$ cat src/rtl/apb_slv_pkg.sv
// Shared types and constants for the three-slave APB register bank.
// Imported by the bus interface, the protocol checker and the top level.
package apb_slv_pkg;

  typedef enum logic [1:0] {
    IDLE   = 2'd0,
    SETUP  = 2'd1,
    ACCESS = 2'd2
  } apb_phase_e;

  localparam int NUM_SLV   = 3;
  localparam int CNT_W     = 16;
  localparam int ERR_CNT_W = 8;

  localparam int ERR_EN_NO_SETUP = 0;
  localparam int ERR_UNSTABLE    = 1;
  localparam int ERR_MULTI_SEL   = 2;
  localparam int ERR_MISALIGN    = 3;
  localparam int ERR_NO_ACCESS   = 4;
  localparam int ERR_NUM         = 5;

  function automatic apb_phase_e phaseOf(input logic [NUM_SLV-1:0] sel, input logic en);
    if (sel == '0) return IDLE;
    return en ? ACCESS : SETUP;
  endfunction

  function automatic logic isOneHot(input logic [NUM_SLV-1:0] sel);
    return $onehot(sel);
  endfunction

endpackage

$ cat src/rtl/apb_slave_bank_if.sv
// APB bus bundle between the AHB-to-APB bridge (master) and the register bank (slave).
interface apb_slave_bank_if;
  import apb_slv_pkg::*;

  logic [NUM_SLV-1:0] Pselx;
  logic               Penable;
  logic               Pwrite;
  logic [31:0]        Paddr;
  logic [31:0]        Pwdata;
  logic [31:0]        Prdata;

  modport master (output Pselx, Penable, Pwrite, Paddr, Pwdata, input Prdata);
  modport slave  (input Pselx, Penable, Pwrite, Paddr, Pwdata, output Prdata);

endinterface

$ cat src/rtl/apb_slv_prot_chk.sv
// APB protocol checker: snapshots SETUP, flags protocol violations, keeps a sticky
// flag and a saturating error count. Only built when APB_SLV_PROT_CHECK_EN is defined.
module apb_slv_prot_chk
  import apb_slv_pkg::*;
(
  input  logic                 Pclk,
  input  logic                 Preset,
  input  apb_phase_e           state_i,
  input  apb_phase_e           phase_i,
  input  logic [NUM_SLV-1:0]   sel_i,
  input  logic                 enable_i,
  input  logic                 write_i,
  input  logic [31:0]          addr_i,
  input  logic [31:0]          wdata_i,
  output logic                 protErr_o,
  output logic [ERR_CNT_W-1:0] protErrCnt_o
);

  logic [NUM_SLV-1:0]   snapSel_q;
  logic                 snapWrite_q;
  logic [31:0]          snapAddr_q;
  logic [31:0]          snapWdata_q;
  logic                 protErr_q;
  logic [ERR_CNT_W-1:0] errCnt_q;
  logic [ERR_NUM-1:0]   errVec;
  logic                 anyErr;

  // Select checks run on SETUP only, so a multi-hot transfer is counted once.
  always_comb begin
    errVec                  = '0;
    errVec[ERR_EN_NO_SETUP] = enable_i && (state_i == IDLE);
    errVec[ERR_UNSTABLE]    = (state_i == SETUP) && (phase_i == ACCESS) &&
                              ({sel_i, write_i, addr_i, wdata_i} !=
                               {snapSel_q, snapWrite_q, snapAddr_q, snapWdata_q});
    errVec[ERR_MULTI_SEL]   = (phase_i == SETUP) && !isOneHot(sel_i);
    errVec[ERR_MISALIGN]    = (phase_i == SETUP) && (addr_i[1:0] != 2'b00);
    errVec[ERR_NO_ACCESS]   = (state_i == SETUP) && (phase_i != ACCESS);
    anyErr                  = |errVec;
  end

  always_ff @(posedge Pclk or posedge Preset) begin
    if (Preset) begin
      snapSel_q   <= '0;
      snapWrite_q <= 1'b0;
      snapAddr_q  <= '0;
      snapWdata_q <= '0;
      protErr_q   <= 1'b0;
      errCnt_q    <= '0;
    end else begin
      if (phase_i == SETUP) begin
        snapSel_q   <= sel_i;
        snapWrite_q <= write_i;
        snapAddr_q  <= addr_i;
        snapWdata_q <= wdata_i;
      end
      if (anyErr) begin
        protErr_q <= 1'b1;
        if (errCnt_q != '1) errCnt_q <= errCnt_q + ERR_CNT_W'(1);
      end
    end
  end

  assign protErr_o    = protErr_q;
  assign protErrCnt_o = errCnt_q;

endmodule

$ cat src/rtl/apb_slave_bank.sv
// Three-slave APB register bank with saturating transfer counters.
// Define APB_SLV_PROT_CHECK_EN to build in the APB protocol checker.
module apb_slave_bank
  import apb_slv_pkg::*;
#(
  parameter int unsigned DEPTH     = 16,
  parameter logic [31:0] RESET_VAL = 32'h0000_0000
) (
  input  logic                 Pclk,
  input  logic                 Preset,
  apb_slave_bank_if.slave      apb,
  output logic [CNT_W-1:0]     wr_cnt,
  output logic [CNT_W-1:0]     rd_cnt,
  output logic                 prot_err,
  output logic [ERR_CNT_W-1:0] prot_err_cnt
);

  localparam int unsigned IDX_W = $clog2(DEPTH);

  apb_phase_e       state_q, phase_d;
  logic [31:0]      rdData_q, rdData_d;
  logic [CNT_W-1:0] wrCnt_q, wrCnt_d, rdCnt_q, rdCnt_d;
  logic [31:0]      bank_q [NUM_SLV][DEPTH];
  logic [IDX_W-1:0] wordIdx;
  logic [31:0]      selWord;
  logic             oneHot, xferDone, wrDone, rdDone, rdSetup;
  logic             unusedAddr;

  assign unusedAddr = ^{apb.Paddr[31:2+IDX_W], apb.Paddr[1:0]};

  // An ACCESS straight out of IDLE never completes a transfer.
  always_comb begin
    wordIdx  = apb.Paddr[2 +: IDX_W];
    oneHot   = isOneHot(apb.Pselx);
    phase_d  = phaseOf(apb.Pselx, apb.Penable);
    xferDone = (phase_d == ACCESS) && (state_q != IDLE) && oneHot;
    wrDone   = xferDone && apb.Pwrite;
    rdDone   = xferDone && !apb.Pwrite;
    rdSetup  = (phase_d == SETUP) && !apb.Pwrite;
    selWord  = '0;
    for (int k = 0; k < NUM_SLV; k++) begin
      if (apb.Pselx[k]) selWord = bank_q[k][wordIdx];
    end
    rdData_d = rdData_q;
    if (rdSetup) rdData_d = oneHot ? selWord : 32'h0;
    wrCnt_d = (wrDone && wrCnt_q != '1) ? wrCnt_q + CNT_W'(1) : wrCnt_q;
    rdCnt_d = (rdDone && rdCnt_q != '1) ? rdCnt_q + CNT_W'(1) : rdCnt_q;
  end

  always_ff @(posedge Pclk or posedge Preset) begin
    if (Preset) begin
      state_q  <= IDLE;
      rdData_q <= '0;
      wrCnt_q  <= '0;
      rdCnt_q  <= '0;
    end else begin
      state_q  <= phase_d;
      rdData_q <= rdData_d;
      wrCnt_q  <= wrCnt_d;
      rdCnt_q  <= rdCnt_d;
    end
  end

  always_ff @(posedge Pclk or posedge Preset) begin
    if (Preset) begin
      for (int k = 0; k < NUM_SLV; k++) begin
        for (int w = 0; w < int'(DEPTH); w++) bank_q[k][w] <= RESET_VAL;
      end
    end else if (wrDone) begin
      for (int k = 0; k < NUM_SLV; k++) begin
        if (apb.Pselx[k]) bank_q[k][wordIdx] <= apb.Pwdata;
      end
    end
  end

  assign apb.Prdata = rdData_q;
  assign wr_cnt     = wrCnt_q;
  assign rd_cnt     = rdCnt_q;

`ifdef APB_SLV_PROT_CHECK_EN
  apb_slv_prot_chk u_prot_chk (
    .Pclk         (Pclk),
    .Preset       (Preset),
    .state_i      (state_q),
    .phase_i      (phase_d),
    .sel_i        (apb.Pselx),
    .enable_i     (apb.Penable),
    .write_i      (apb.Pwrite),
    .addr_i       (apb.Paddr),
    .wdata_i      (apb.Pwdata),
    .protErr_o    (prot_err),
    .protErrCnt_o (prot_err_cnt)
  );
`else
  assign prot_err     = 1'b0;
  assign prot_err_cnt = '0;
`endif

endmodule

$ cat src/flat_wrapper.sv
// flat-port wrapper written by rule: the top's interface ports become plain ports
module apb_slave_bank_flat import apb_slv_pkg::*;
#(
  parameter int unsigned DEPTH     = 16,
  parameter logic [31:0] RESET_VAL = 32'h0000_0000
)
  (Pclk, Preset, wr_cnt, rd_cnt, prot_err, prot_err_cnt, apb_Pselx, apb_Penable, apb_Pwrite, apb_Paddr, apb_Pwdata, apb_Prdata);
  apb_slave_bank_if apb_i ();
  input  logic Pclk;
  input  logic Preset;
  output logic [CNT_W-1:0] wr_cnt;
  output logic [CNT_W-1:0] rd_cnt;
  output logic prot_err;
  output logic [ERR_CNT_W-1:0] prot_err_cnt;
  input wire logic [$bits(apb_i.Pselx)-1:0] apb_Pselx;
  input wire logic [$bits(apb_i.Penable)-1:0] apb_Penable;
  input wire logic [$bits(apb_i.Pwrite)-1:0] apb_Pwrite;
  input wire logic [$bits(apb_i.Paddr)-1:0] apb_Paddr;
  input wire logic [$bits(apb_i.Pwdata)-1:0] apb_Pwdata;
  output wire logic [$bits(apb_i.Prdata)-1:0] apb_Prdata;
  assign apb_i.Pselx = apb_Pselx;
  assign apb_i.Penable = apb_Penable;
  assign apb_i.Pwrite = apb_Pwrite;
  assign apb_i.Paddr = apb_Paddr;
  assign apb_i.Pwdata = apb_Pwdata;
  assign apb_Prdata = apb_i.Prdata;
  apb_slave_bank #(.DEPTH(DEPTH), .RESET_VAL(RESET_VAL)) u_core (.Pclk(Pclk), .Preset(Preset), .apb(apb_i), .wr_cnt(wr_cnt), .rd_cnt(rd_cnt), .prot_err(prot_err), .prot_err_cnt(prot_err_cnt));
endmodule
$ cat config.mk
export PLATFORM = sky130hd
export DESIGN_NAME = apb_slave_bank_flat
export DESIGN_NICKNAME = d
export VERILOG_FILES = /design/src/rtl/apb_slv_pkg.sv /design/src/rtl/apb_slave_bank_if.sv /design/src/rtl/apb_slv_prot_chk.sv /design/src/rtl/apb_slave_bank.sv /design/src/flat_wrapper.sv
export SDC_FILE = /design/constraint.sdc
export NUM_CORES = 2
export LEC_CHECK = 0
export ABC_AREA = 1
export CELL_PAD_IN_SITES_DETAIL_PLACEMENT = 1
export CELL_PAD_IN_SITES_GLOBAL_PLACEMENT = 1
export CORE_UTILIZATION = 52
export CTS_BUF_LIST = sky130_fd_sc_hd__clkbuf_4
export DETAILED_ROUTE_END_ITERATION = 7
export GPL_TIMING_DRIVEN = 0
export PLACE_DENSITY = 0.95
export SKIP_CTS_REPAIR_TIMING = 1
export SLEW_MARGIN = 10
export SYNTH_ARGS = -nofsm -noshare
export SYNTH_HDL_FRONTEND = slang
export SYNTH_SLANG_ARGS = --single-unit
$ cat constraint.sdc
create_clock -name Pclk -period 116.2 [get_ports Pclk]
set_clock_uncertainty 0.15 [all_clocks]
set_input_delay 29.05 -clock Pclk [delete_from_list [all_inputs] [get_ports Pclk]]
set_output_delay 29.05 -clock Pclk [all_outputs]
set_load 0.01 [all_outputs]
Word level (Yosys, flattened, before mapping)
Index checks and enable logic that the tools add are counted.

$add $sub $neg: 4. Multipliers: 0. Divide/modulo/power cells: 0. Magnitude comparators: 2. Equality and inequality tests: 5. Shifts and indexed selects: 0. Multiplexer cells: 22. Bitwise gates (word level): 1. Reduce and logical (&&, ||, !) cells: 14.

Operators by type and width (count): $bwmux W512 (3); $bmux W32 S4 (3); $mux W32 (11); $demux W32 S4 (1); $add A16 B1 Y16 const B (2); $ne A16 B16 Y1 const B (2); $logic_and A1 B1 Y1 (8); $mux W2 (3); $reduce_and A2 Y1 (3); $ge A5 B5 Y1 const B (1); $lt A5 B1 Y1 const B (1); $not A4 Y5 (1); $eq A2 B1 Y1 const B (2); $logic_not A3 Y1 (1); $add A1 B1 Y2 (1); $add A2 B1 Y2 (1); $eq A2 B2 Y1 const B (1); $reduce_bool A2 Y1 (1); $logic_not A1 Y1 (1); $mux W1 (1).

Bits in registers: 1602. Latch bits: 0. Memory bits (writable): 0. Memory bits (read-only): 0. Input port bits: 71. Output and inout port bits: 73. Word-level logic and storage cells: 100. Memories kept: 0.

Logic depth before layout (Yosys ltp)
Depth after elaboration: 8. Gate-level depth with buffers: 14. Depth with buffers taken out: 12.

Worst setup path before layout
OpenSTA, ideal clock, no wires.

Path type: input port to flip-flop. Start point: in apb_Pselx[0]. End point: reg u_core.bank_q[242] in the netlist's numbering. Setup time: 0.130 ns. Data arrival time: 30.792 ns. Required time: 115.920 ns. Slack: 85.128 ns. Stages: 12. Path buffers: 2. Cells stage by stage: fa_1 nand2_1 nor2_1 nand2_1 nor2_4 inv_4 nor2_4 buf_8 nand2_4 clkbuf_1 nand2_1 o21ai_1.

Longest elaborated chain between the ends: 8. Elaborated cells on any way between the ends: 11. Classes of those cells: 2 x add/sub; 2 x eq/ne; 2 x mux; 5 x reduce/logical.

RTL lines: start: declaration (line flat_wrapper.sv:15) `input wire logic [$bits(apb_i.Pselx)-1:0] apb_Pselx;`; branches (longest 5 deep; another with $add A1 B1 Y2); $logic_and A1 B1 Y1 * (line apb_slave_bank.sv:36) `xferDone = (phase_d == ACCESS) && (state_q != IDLE) && oneHot;`; $logic_and A1 B1 Y1 * (line apb_slave_bank.sv:37) `wrDone = xferDone && apb.Pwrite;`; $reduce_and A2 Y1 (no line) *; end signal: indexed assignment (line apb_slave_bank.sv:71) `if (apb.Pselx[k]) bank_q[k][wordIdx] <= apb.Pwdata;`; end: declaration (line apb_slave_bank.sv:23) `logic [31:0] bank_q [NUM_SLV][DEPTH];`.

Every way passes the cells marked *. A chain may end at the register's enable or synchronous reset.

Worst setup path after layout
Start point: in apb_Paddr[2]. End point: reg u_core.rdData_q[29], in the netlist u_core.apb.Prdata[29].

Longest elaborated chain between the ends: 8. Elaborated cells on any way between the ends: 14. Classes of those cells: 13 x mux; 1 x bitwise.

RTL lines: start: declaration (line flat_wrapper.sv:18) `input wire logic [$bits(apb_i.Paddr)-1:0] apb_Paddr;`; $not A4 Y5 (not written as such) * (line apb_slave_bank.sv:42) `if (apb.Pselx[k]) selWord = bank_q[k][wordIdx];`; $bmux W32 S4 (line apb_slave_bank.sv:42); $mux W32 (not written as such) (2 in a row) (line apb_slave_bank.sv:42); $mux W32 (2 in a row) (line apb_slave_bank.sv:42); $mux W32 * (line apb_slave_bank.sv:42); $mux W32 * (line apb_slave_bank.sv:45) `if (rdSetup) rdData_d = oneHot ? selWord : 32'h0;`; end signal: assignment (line apb_slave_bank.sv:58) `rdData_q <= rdData_d;`; end: declaration (line apb_slave_bank.sv:21) `logic [31:0] rdData_q, rdData_d;`.

Mark *: on every way between the ends. The rest lies on a longest branch, timed or not. The select of a mux whose other input is x is not followed.

==> impl_metrics.py <==
metrics = {
    "clock_tree": {
        "clk_pin_slew_ns": 0.06,
        "clk_latency_ns": 1.50,
        "cts_tree": "yes",
        "cts_root_buf": "clkbuf_4",
        "clock-sinks": 1602,
        "numCtsBuffers": 438,
        "cts.htree.levels": 5,
        "clockBufferDepth": 4,
    },
    "pwr": {
        "power_leakage_uw": 0.0417,
        "p_per_area_mw_per_mm2": 15.3,
        "ir_drop_mv": 0.0115,
    },
    "detailed_routing": {
        "routedWlPerCell_um": 28.8,
        "first_iter_violations": 10700,
        "routed_wl_mm": 368,
        "vias": 81100,
        "drc": 0,
        "viasPerCell": 6.35,
        "drtAntennaViolNets": 0,
        "dr.pass1.iters": 7,
    },
    "die": {
        "coreArea_mm2": 0.142,
        "die_h_um": 382,
        "io_pins": 144,
        "die_w_um": 382,
        "die-area_mm2": 0.146,
        "rows": 138,
        "initial_core_util_pct": 52.7,
    },
    "hold_path": {
        "min_path_type": "register to register",
        "holdPathStages": 2,
    },
    "sta": {
        "relSlewSlack_pct": -1.66,
        "final_hold_viol_count": 0,
        "period_share_pct": 28.4,
        "tightest_slew_ns": 1.52,
        "tns_ns": 0,
        "max_freq_mhz": 30.3,
        "final.setup.worst_slack_ns": 83.14,
        "drv_slew": 11,
        "post-route-min-period_ns": 33.06,
        "setup_viol": 0,
        "rsz0062_at_grt": "false",
    },
    "place": {
        "pre_cts_slack_ns": 82.48,
        "place_area_mm2": 0.0789,
        "dp_hpwl_mm": 243,
        "io_buffers": 106,
        "gp_congestion": 1.06,
    },
    "grt": {
        "grt-ovfl-total": 0,
        "antenna_found_initial": 29,
        "met3_usage_pct": 20.9,
        "grt_pass1_vias": 84600,
        "grt_max_degree": 122,
        "grt_util_met2_pct": 72.5,
        "grt_busiest_layer": "met2",
        "grt_use_met1_pct": 57.1,
        "grt_pass1_wl_mm": 538,
        "grt.total_usage_pct": 50.1,
    },
    "cells_and_area": {
        "drive_gt1_share_pct": 8.90,
        "stdcell_area_mm2": 0.0842,
        "final_core_util_pct": 59.2,
        "final_nets": 10600,
        "syn_to_final_growth_pct": 12.3,
    },
    "logic_synthesis": {
        "avgSynthCellArea_um2": 7.51,
        "ys_types": 33,
        "synth_area_mm2": 0.0750,
        "syn_inst": 9985,
        "yosysWarnings": 0,
        "yosys_most_used_dff": "dfrtp_1",
        "ys_seq_elements": 1602,
        "seq_area_frac_synth_pct": 53.5,
        "postSynth.asyncResetShare_pct": 100,
        "synth_edf_count": 0,
    },
    "critical_path": {
        "cp.required_ns": 117.45,
        "crit_type": "input port to register",
        "critical_path_depth": 14,
        "arrival_ns": 34.30,
        "end_kind": "register",
        "worst_setup_path_start_kind": "input port",
        "crit_top_cell": "nand2_1",
        "worst-r2r-cell-count": 10,
        "critPathTopFamily": "buffers and inverters",
        "worst-path-max-fanout": 10,
        "path_cells": "clkdlybuf4s50_1, buf_2, clkbuf_1, buf_2, nor2_1, o21bai_1, nand2_1, nand2_1, nand2_1, nor2_1, nand2_1, nand3_1, nand2_1, nand2_1",
        "crit_buf_inv": 4,
        "max_stage_delay_ns": 1.15,
        "slowest_stage": "clkbuf_1",
    },
    "run_status": {
        "violations": "capacitance limit, slew limit",
        "status": "finished with violations",
    },
    "run": {
        "maxCapViolations": 3,
    },
}
[worst reg2reg max path: cells and delay by family (launching register included)]
| kind | cells | cell delay [ns] |
|---|---|---|
| AND/OR/NAND/NOR | 7 | 1.48 |
| buffers and inverters | 2 | 0.67 |
| flip-flops | 1 | 0.32 |
| AO/OA/AOI/OAI | 1 | 0.11 |
[synth_stat cells (2+ instances only)]
cell type	number	area (µm²)
nand2_1	4295	16100
dfrtp_1	1602	40100
o21ai_1	1066	5340
o21ai_0	767	3840
nor2_1	610	2290
inv_1	574	2150
clkbuf_1	522	1960
buf_2	196	981
nand3_1	116	581
o21bai_1	41	308
a21oi_1	31	155
nand4_1	30	188
buf_1	23	86.3
nand2_2	20	125
xor2_1	20	175
inv_2	12	45.0
nand2_4	11	124
buf_4	10	75.1
xnor2_1	9	78.8
nor3_1	7	35.0
nor2_2	5	31.3
nor2_4	3	33.8
a22oi_1	2	15.0
buf_8	2	30.0
ha_1	2	25.0
nor2_8	2	40.0
[final timing paths]
kind	start	end	slack, ns
max	apb_Paddr[2]	u_core.apb.Prdata[29]	83.14
min	u_core.bank_q[996]	u_core.bank_q[996]	0.34
max reg2reg	u_core.state_q[1]	u_core.bank_q[117]	113.26
min reg2reg	u_core.bank_q[996]	u_core.bank_q[996]	0.34
max in group asynchronous	Preset	u_core.bank_q[1446]	85.36
min in group asynchronous	Preset	u_core.rd_cnt[3]	27.93
[through the flow]
step	instances	hold WS (ns)	power [µW]
3_5_place_dp	12000	0.320	761
3_3_place_gp	12000	0.310	753
5_1_grt	12700	0.362	1320
4_1_cts	12700	0.337	1270
2_1_floorplan	9993	0.298	691
6_report	12800	0.337	1290
[state kept, by name, summed over array words and instances, names as in the netlist]
signal             cells
u_core.rd_cnt         16
u_core.wr_cnt         16
u_core.apb.Prdata     32
u_core.state_q         2
u_core.bank_q       1536
[cells by family after synthesis]
group	count (synthesis)	share of synthesized area [%]
fa+ha+maj	3	0.0601
xor+xnor	29	0.339
flops	1602	53.5
simple gates	5101	26.1
other cells	1	0.00500
buf+inv	1342	7.14
compound gates	1907	12.9
[power by group]
part	switching [µW]	total [µW]	internal, µW
clock	265	520	256
combinational	122	164	42.3
sequential	19.7	603	584
[cells in the final DEF, fill, tap and decap left out, drive strengths merged]
master and instances:
nand2 4326, o21ai 1833, dfrtp 1602, clkbuf 1177
nor2 620, inv 593, buf 247, nand3 116
clkdlybuf4s50 106, clkinv 65, o21bai 41, diode 35
a21oi 31, nand4 30, xor2 20, xnor2 9
conb 9, nor3 7, a22oi 2, ha 2
nand3b 1, nor4 1, fa 1, clkinvlp 1
bufinv 1
[layout make-up]
cell class                 count  area (µm²)
timing repair buffer         121        1470
clock inverter                72         305
inverter                     588        2220
tap                         1890        2360
clock buffer                 655        4920
multi-input combinational   7049       29600
fill                       18200       58100
sequential                  1602       40100
buffer                       754        3170
antenna                       35        87.6
[layer usage]
metal	wire length [µm]	up-vias
li1	-	32500
met5	561	-
met4	38200	32
met2	156000	6493
met3	49100	2211
met1	125000	39800
No activity file was read; power rests on OpenSTA's default activity.
